**config.mk**
```make
export PLATFORM = sky130hd
export DESIGN_NAME = traffic_input_conditioner
export DESIGN_NICKNAME = d
export VERILOG_FILES = /design/src/rtl/traffic_input_conditioner.sv
export SDC_FILE = /design/constraint.sdc
export NUM_CORES = 1
export LEC_CHECK = 0
export CAP_MARGIN = 40
export CORE_ASPECT_RATIO = 1.1
export CORE_UTILIZATION = 43
export CTS_CLUSTER_SIZE = 25
export DETAILED_ROUTE_END_ITERATION = 8
export PLACE_DENSITY = 0.6
export SYNTH_ARGS = -nofsm -noshare
export SYNTH_HDL_FRONTEND = slang
export SYNTH_SLANG_ARGS = --single-unit
```
**constraint.sdc**
```tcl
create_clock -name clk -period 4.9 [get_ports clk]
set_clock_uncertainty 0.15 [all_clocks]
set_input_delay 0.98 -clock clk [delete_from_list [all_inputs] [get_ports clk]]
set_output_delay 0.98 -clock clk [all_outputs]
set_load 0.05 [all_outputs]
```
**src/rtl/traffic_input_conditioner.sv**
```systemverilog
// Input front end for the intersection light controller: synchronises, debounces and
// conditions the emergency, power, pedestrian and left-turn inputs into controller requests.
module traffic_input_conditioner #(
    parameter int SYNC_STAGES     = 2,
    parameter int DEBOUNCE_CYCLES = 1000000,
    parameter int EMERG_HOLD      = 8
) (
    input  logic       clk,
    input  logic       rst_n,
    input  logic       emergency_raw,
    input  logic       power_raw,
    input  logic       ped_raw,
    input  logic       left_raw,
    input  logic       ped_ack,
    input  logic       left_ack,
    output logic       Emergency,
    output logic       PowerOutage,
    output logic       Pedestrian,
    output logic       LeftTurn,
    output logic [3:0] deb_state
);

    localparam int CW = $clog2(DEBOUNCE_CYCLES + 1);
    localparam int HW = $clog2(EMERG_HOLD + 1);
    localparam logic [CW-1:0] CNT_LAST  = CW'(DEBOUNCE_CYCLES - 1);
    localparam logic [HW-1:0] HOLD_INIT = HW'(EMERG_HOLD);

    // Channel order everywhere: bit 0 emerg, 1 power, 2 ped, 3 left.
    logic [3:0]                  raw_s;
    logic [3:0]                  rise_s;
    logic [3:0][SYNC_STAGES-1:0] sync_q, sync_d;
    logic [3:0][CW-1:0]          cnt_q, cnt_d;
    logic [3:0]                  deb_q, deb_d;
    logic [3:0]                  deb_prev_q, deb_prev_d;
    logic [HW-1:0]               hold_q, hold_d;
    logic                        emergency_q, emergency_d;
    logic                        power_q, power_d;
    logic                        ped_q, ped_d;
    logic                        left_q, left_d;

    assign raw_s  = {left_raw, ped_raw, power_raw, emergency_raw};
    assign rise_s = deb_q & ~deb_prev_q;

    // Synchroniser shift and debounce counter; deb only flips after a full stable run.
    always_comb begin
        for (int i = 0; i < 4; i++) begin
            sync_d[i] = {sync_q[i][SYNC_STAGES-2:0], raw_s[i]};
            deb_d[i]  = deb_q[i];
            cnt_d[i]  = {CW{1'b0}};
            if (sync_q[i][SYNC_STAGES-1] == deb_q[i]) begin
                cnt_d[i] = {CW{1'b0}};
            end else if (cnt_q[i] == CNT_LAST) begin
                deb_d[i] = ~deb_q[i];
                cnt_d[i] = {CW{1'b0}};
            end else begin
                cnt_d[i] = cnt_q[i] + CW'(1);
            end
        end
        deb_prev_d = deb_q;
    end

    // Request conditioning: emergency stretch with retrigger, set-dominant request latches.
    always_comb begin
        if (rise_s[0]) begin
            hold_d = HOLD_INIT;
        end else if (hold_q != {HW{1'b0}}) begin
            hold_d = hold_q - HW'(1);
        end else begin
            hold_d = hold_q;
        end
        emergency_d = (hold_d != {HW{1'b0}});
        power_d     = deb_q[1];
        ped_d       = rise_s[2] | (ped_q & ~ped_ack);
        left_d      = rise_s[3] | (left_q & ~left_ack);
    end

    // State registers.
    always_ff @(posedge clk or negedge rst_n) begin
        if (!rst_n) begin
            sync_q      <= '0;
            cnt_q       <= '0;
            deb_q       <= 4'b0000;
            deb_prev_q  <= 4'b0000;
            hold_q      <= {HW{1'b0}};
            emergency_q <= 1'b0;
            power_q     <= 1'b0;
            ped_q       <= 1'b0;
            left_q      <= 1'b0;
        end else begin
            sync_q      <= sync_d;
            cnt_q       <= cnt_d;
            deb_q       <= deb_d;
            deb_prev_q  <= deb_prev_d;
            hold_q      <= hold_d;
            emergency_q <= emergency_d;
            power_q     <= power_d;
            ped_q       <= ped_d;
            left_q      <= left_d;
        end
    end

    assign Emergency   = emergency_q;
    assign PowerOutage = power_q;
    assign Pedestrian  = ped_q;
    assign LeftTurn    = left_q;
    assign deb_state   = deb_q;

endmodule

```
# After elaboration in Yosys (flattened, before gate mapping)
# Cells that the tools add are included.
# totals
out_inout_bits	8
input_bits	8
word_cells	63
register_bits	104
# op_classes
bitwise	16
eq_ne	8
addsub	5
n_reduce_logical	6
mux	10
# ops
op	n
$mux W20	8
$add A20 B1 Y20 const B	4
$eq A20 B20 Y1 const B	4
$not A1 Y1	10
$mux W4	2
$reduce_and A2 Y1	4
$reduce_bool A4 Y1	2
$and A4 B4 Y4	1
$eq A1 B1 Y1	4
$not A4 Y4	1
$sub A4 B1 Y4 const B	1
$and A1 B1 Y1	2
$or A1 B1 Y1	2

# Logic depth before layout (Yosys ltp)
# Gate-level depths: netlist (run 1).
# logic_depth
ltp_word	4
depth_mapped	6
ltp_nobuf	6

# Worst setup path before layout (run 1)
# Ideal clock, no wire load.
# synth_path
path_kind	register to register
startpoint	reg cnt_q[0] in the netlist's numbering
endpoint	reg cnt_q[18] in the netlist's numbering
n_path_buf	1
t_arrival_ns	1.915
required_time_ns	4.677
path_stages_with_launch	7
path_slack_ns	2.762
period_less_slack_ns	2.138
setup_time_ns	0.073
cell_sequence	dfrtp_1 -> ha_1 -> nand3_1 -> or4_1 -> buf_2 -> or4_4 -> a21oi_2
# synth_lines
item	line	source
start, declared	32	logic [3:0][CW-1:0] cnt_q, cnt_d;
start signal, assigned	91	cnt_q <= cnt_d;

# Worst setup path in the final report (run 1)
# layout_path
startpoint	reg deb_q[3], in the netlist deb_state[3]
endpoint	out deb_state[3]
# layout_lines
item	line	source
start, declared	33	logic [3:0] deb_q, deb_d;
start signal, assigned	82	deb_q <= 4'b0000;
start signal, assigned	92	deb_q <= deb_d;
end, declared	20	output logic [3:0] deb_state
# No word-level cell between the ends.

==> summary.md, run 1 <==
| Metric | Value |
|---|---|
| Clock slew at reported path FFs | `70 ps` |
| Fin. Hold Viols | `0` |
| Post-synthesis sequential area ratio | `53.29%` |
| CP max-delay cell | `clkdlybuf4s50_1` |
| NumNets Final | `514` |
| Setup bufs post-CTS | `0` |
| Fin Hold WS | `201.0 ps` |
| Vias per cell | `5.447` |
| Worst setup EP type | `primary output` |
| Mapped Avg Cell Area | `10.06 um2` |
| Die footprint | `11680 um2` |
| Mapped Nets | `494` |
| WL per Instance | `13.43 um` |
| Global placement routability congestion | `0.7604` |
| Final Util | `50.54%` |
| Share of cells above drive strength 1 | `7.312%` |
| Crit path arrival time | `1600 ps` |
| Dpl cells | `637` |
| RSZ-0062 raised after global routing | `no` |
| Crit path kind | `flop to primary output` |
| Status | `finished clean` |
| Hold buffers post-CTS | `0` |
| DRT Wirelength | `8770 um` |
| Vias in the first global route | `3413` |
| Mapped cell area | `4837 um2` |
| Power, Total | `1.713 mW` |
| Drt first pass iters | `4` |
| Fmax | `0.3668 GHz` |
| Req. time, crit path | `3770 ps` |
| Initial antenna violation count | `0` |
| Number of buffers created by CTS | `9` |
| DR iter-0 viols | `104` |
| Io pins | `16` |
| CTS sink cnt | `103` |
| Worst ir drop on vdd | `213.7 uV` |
| Worst Path Max Fanout | `5` |
| H-tree depth | `3` |
| Max Root-Sink Buffers | `2` |
| Root Buffer | `clkbuf_16` |
| Core ar. | `10960 um2` |
| Die height | `113.2 um` |
| Starting Density | `44.13%` |
| Non-Filler Instances | `653` |
| Period minus WS final | `2727 ps` |
| Crit-path max cell delay | `830 ps` |
| Total grt overflow | `0` |
| I/O Buffers | `15` |
| Die Wd | `103.1 um` |
| Worst slew pin tran | `734.6 ps` |
| Worst-Skew Late Latency | `350 ps` |
| CP Cell Sequence | `clkdlybuf4s50_1` |
| Core Rows | `40` |
| Pwr dens | `309.2 nW/um2` |
| DRC | `0` |
| CTS tree | `built` |
| GRT Overall Usage | `17.01%` |
| Critical path's top delay family | `buffers and inverters` |
| Via Count | `3557` |
| Final period util | `55.64%` |
| Fin Setup TNS | `0 ps` |
| Global-route wire length before repair | `15520 um` |
| Area growth syn-to-layout | `14.51%` |
| Remaining antenna violation count after routing | `0` |
| Commonest non-fill, non-tap cell in the layout | `dfrtp_1` |
| Max-slew headroom | `50.73%` |
| Critical Path Source Type | `flop` |
| Post-CTS sizing | `0` |
| ANT cells | `0` |
| Mapped Cells | `481` |
| Static Leak | `2.229 nW` |
| Buf/Inv on CP | `1` |
| Number of distinct library cells after synthesis | `37` |
| Synth Register Bits | `103` |
| # setup viols final | `0` |
| Most frequent cells in the layout | `dfrtp_1, nor2_1, nand2_1, nand3_1` |
| Synth warn | `0` |
| Max cap viols | `0` |
| Post-DP HPWL | `5932 um` |
| Pin count of the biggest net entering global routing | `53` |
| Hold Crit Class | `flop to flop` |
| Pins over their slew limit | `0` |
registers in the layout (all words and copies together) (netlist names):
signal,flops
LeftTurn,1
Pedestrian,1
sync_d,4
deb_state,4
hold_q,4
cnt_q,80
Emergency,1
deb_prev_q,4
sync_q,4
cell usage after synthesis:
library cell,number,area share (%)
nand2b_1,3,0.39
ha_1,5,1.3
or2_2,1,0.13
xor2_1,26,4.7
nand4_2,1,0.26
or3_1,12,1.6
or4_1,16,2.5
and4_1,5,0.91
nand3_4,1,0.36
and3_1,10,1.3
nand4b_1,5,0.91
mux2_2,4,0.93
nor3_1,16,1.7
clkbuf_1,10,0.78
or2_1,1,0.13
o22ai_1,2,0.26
inv_1,19,1.5
xnor2_1,26,4.7
or4b_1,2,0.41
a21oi_1,26,2.7
nand4_1,14,1.8
o211a_1,1,0.21
nor4bb_1,1,0.21
nor2_1,59,4.6
o21ai_0,12,1.2
nor4_1,11,1.4
and2_1,3,0.39
or4_4,1,0.23
nor4b_1,2,0.36
nand2_1,30,2.3
o31ai_1,18,2.8
a21oi_2,1,0.18
dfrtp_1,103,53
or3b_2,1,0.18
o21bai_1,1,0.16
buf_2,2,0.21
nand3_1,30,3.1
layout make-up:
type                    count  area, um2
clock buffers              11      252.7
clock inverters             5      80.08
fillers                   978       5421
inverters                  19      71.32
multi-input cells         347       2161
flip-flops and latches    103       2577
well taps                 147      183.9
repair buffers             21      212.7
where the power goes:
group	internal [mW]	switching, mW
clock network	0.474	0.311
logic	0.0190	0.0360
registers	0.861	0.0106
worst paths after layout:
path / from / end / slack [ps] / cells after the start
worst max-delay path: deb_state[3] / deb_state[3] / 2170 / 1
worst min-delay path: sync_d[1] / sync_q[1] / 200 / 0
worst max register to register: cnt_q[60] / cnt_q[73] / 2570 / 6
worst min register to register: sync_d[1] / sync_q[1] / 200 / 0
max in group asynchronous: rst_n / cnt_q[32] / 3270 / 3
min in group asynchronous: rst_n / hold_q[2] / 390 / 1
worst reg2reg max path, stage by stage, from the launching register on:
cell and delay [ps]:
dfrtp_1 380, ha_1 190, nand3_1 170, or2_2 360
o31ai_2 580, buf_4 310, a21oi_1 60
metal layers:
metal / up-vias / GRT usage (%) / part of all wire, %
li1: 1753 / - / -
met1: 1751 / 22.02 / 49
met2: 44 / 27.16 / 46
met3: 9 / 4.324 / 3.0
met4: 0 / 6.761 / 1.8
met5: - / 0 / 0
kinds of logic (layout without fill, tap and decap cells):
kind of cell	count (synthesis)	in the layout	share of synthesized area [%]
xor gates and xnor gates	52	52	9.415
and+or+nand+nor	225	225	25.09
muxes	4	4	0.9311
AOI/OAI and AO/OA	61	61	7.527
buffers and inverters	31	56	2.457
DFF	103	103	53.29
adders and majority gates	5	5	1.293
stage by stage:
stage	worst slack [ps]	cell area, um2
after floorplan	2762	4837
after global placement	2564	5179
after detailed placement	2533	5206
after CTS	2153	5539
after global routing	2120	5539
final	2173	5539
No activity file was read; power rests on OpenSTA's default activity.
==> inputs of run 2 (changes only) <==
- clock period: 4.9 -> 2.77 ns (I/O delays scaled with it)
==> run 2 against run 1 <==
Effect of this change:
- non-clock buffer count unchanged
- critical path depth unchanged
- via count down 0.62%
- die area unchanged
- power up 67%
- clock-buffer cell count down 1
- core utilization down 0.46 points
- cell area down 0.90%
- final cell count unchanged
- first-iteration DRC count up 48%
- hold slack worse by 99 ps
==> summary.md, run 2 (same netlist as run 1, synthesis figures left out) <==
| Metric | Value |
|---|---|
| Most frequent cells in the layout | `dfrtp_1, nor2_1, nand2_1, nand3_1` |
| # setup viols final | `0 (unchanged)` |
| Global-route wire length before repair | `15410 um (-0.67%)` |
| Filler Cells Inserted | `978 (unchanged)` |
| CP Cell Sequence | `clkdlybuf4s50_1` |
| Setup bufs post-CTS | `0 (unchanged)` |
| CTS tree | `built` |
| Die footprint | `11680 um2 (unchanged)` |
| Root Buffer | `clkbuf_16` |
| I/O Buffers | `15 (unchanged)` |
| NumNets Final | `514 (unchanged)` |
| Vias per cell | `5.413 (-0.62%)` |
| CTS sink cnt | `103 (unchanged)` |
| RSZ-0062 raised after global routing | `no` |
| Hold buffers post-CTS | `0 (unchanged)` |
| Period minus WS final | `2333 ps` |
| Commonest non-fill, non-tap cell in the layout | `dfrtp_1` |
| Starting Density | `44.13% (unchanged)` |
| Max-slew headroom | `60.12% (+9.4 points)` |
| Total grt overflow | `0 (unchanged)` |
| Via Count | `3535 (-0.62%)` |
| Post-DP HPWL | `5773 um (-2.7%)` |
| DRC | `0 (unchanged)` |
| Global placement routability congestion | `0.7448 (-2.1%)` |
| Clock slew at reported path FFs | `70 ps (about the same)` |
| Pins over their slew limit | `0 (unchanged)` |
| Worst slew pin tran | `594.6 ps (-140.0 ps)` |
| Max Root-Sink Buffers | `2 (unchanged)` |
| Crit path kind | `flop to primary output` |
| Core Rows | `40 (unchanged)` |
| Final period util | `84.22%` |
| Hold Crit Class | `input port to asynchronous set/reset pin` |
| CP max-delay cell | `clkdlybuf4s50_1` |
| Cell count along the critical path | `1 (unchanged)` |
| WL per Instance | `13.50 um (+0.51%)` |
| Core ar. | `10960 um2 (unchanged)` |
| Buf/Inv on CP | `1 (unchanged)` |
| Crit path arrival time | `1630 ps (+30 ps)` |
| Critical Path Source Type | `flop` |
| Fmax | `0.4286 GHz` |
| Initial antenna violation count | `0 (unchanged)` |
| Io pins | `16 (unchanged)` |
| Worst Reg-to-Reg Cells | `5 (-1)` |
| GRT Overall Usage | `17.00% (about the same)` |
| DRT Wirelength | `8815 um (+0.51%)` |
| Drt first pass iters | `7 (+3)` |
| DR iter-0 viols | `154 (+48%)` |
| Largest register FFs | `80 (unchanged)` |
| Area growth syn-to-layout | `13.48%` |
| Die height | `113.2 um (unchanged)` |
| Max cap viols | `0 (unchanged)` |
| Top reg by flops | `cnt_q` |
| Worst-Skew Late Latency | `350 ps (about the same)` |
| Crit-path max cell delay | `840 ps (about the same)` |
| Share of cells above drive strength 1 | `7.312% (unchanged)` |
| Post-CTS sizing | `0 (unchanged)` |
| Critical path's top delay family | `buffers and inverters` |
| Pwr dens | `521.1 nW/um2 (+69%)` |
| Fin Setup TNS | `0 ps (unchanged)` |
| Number of buffers created by CTS | `9 (unchanged)` |
| Static Leak | `2.208 nW (-0.94%)` |
| Req. time, crit path | `2070 ps (-1700 ps)` |
| Pin count of the biggest net entering global routing | `104 (+96%)` |
| Worst Path Max Fanout | `5 (unchanged)` |
| Remaining antenna violation count after routing | `0 (unchanged)` |
| Fin. Hold Viols | `0 (unchanged)` |
| Register Area | `2577 um2 (unchanged)` |
| Status | `finished clean` |
| ANT cells | `0 (unchanged)` |
| Power, Total | `2.861 mW (+67%)` |
| Vias in the first global route | `3414 (+0.029%)` |
| Worst ir drop on vdd | `342.9 uV (+60%)` |
| Slack of the worst reg-to-reg path | `480 ps (-2090 ps)` |
| Worst setup EP type | `primary output` |
| Area of the multi-input gates | `2161 um2 (unchanged)` |
| Die Wd | `103.1 um (unchanged)` |
| H-tree depth | `3 (unchanged)` |
-- run 2: changes by cell type in the layout (fill, tap and decap cells not counted), sizes merged --
cell and delta:
bufinv -2, clkbuf -1, clkinv +1, inv +3, clkinvlp -1
-- run 2: path summary, 6_finish.rpt --
path | start | endpoint
setup / recovery | deb_state[3] | deb_state[3]
hold / removal | rst_n | Emergency
setup reg to reg | cnt_q[0] | cnt_q[18]
hold reg to reg | sync_d[5] | sync_q[5]
max in group asynchronous | rst_n | cnt_q[53]
min in group clk | sync_d[5] | sync_q[5]
-- run 2: layout make-up --
cell class / count / share of cell area, %
Sequential cell: 103 / 46.96
Tap cell: 147 / 3.351
Timing Repair Buffer: 21 / 3.738
Clock inverter: 6 / 0.9346
Multi-Input combinational cell: 347 / 39.37
Inverter: 19 / 1.299
Clock buffer: 10 / 4.354
-- run 2: routing by layer --
| metal | vias to the layer above | routed length [um] | track usage (%) |
|---|---|---|---|
| li1 | 1757 | - | - |
| met1 | 1727 | 4271 | 21.49 |
| met2 | 35 | 4156 | 27.42 |
| met3 | 16 | 234 | 4.509 |
| met4 | 0 | 153 | 7.042 |
| met5 | - | 0 | 0 |
-- run 2: power by group --
| group | total (mW) | switching (mW) | internal (mW) |
|---|---|---|---|
| clock network | 1.22 | 0.576 | 0.647 |
| logic | 0.0963 | 0.0637 | 0.0326 |
| registers | 1.54 | 0.0188 | 1.52 |
-- run 2: per-stage QoR --
stage | area (um2) | utilization [%] | cells | hold slack, ps | worst slack [ps]
5_1_grt | 5489 | 50.08 | 653 | 168.0 | 346.6
4_1_cts | 5489 | 50.08 | 653 | 135.6 | 404.5
6_report | 5489 | 50.08 | 653 | 102.1 | 437.0
3_3_place_gp | 5199 | 47.43 | 637 | 183.3 | 570.4
2_1_floorplan | 4837 | - | 481 | 108.4 | 632.3
3_5_place_dp | 5199 | 47.43 | 637 | 185.8 | 491.9
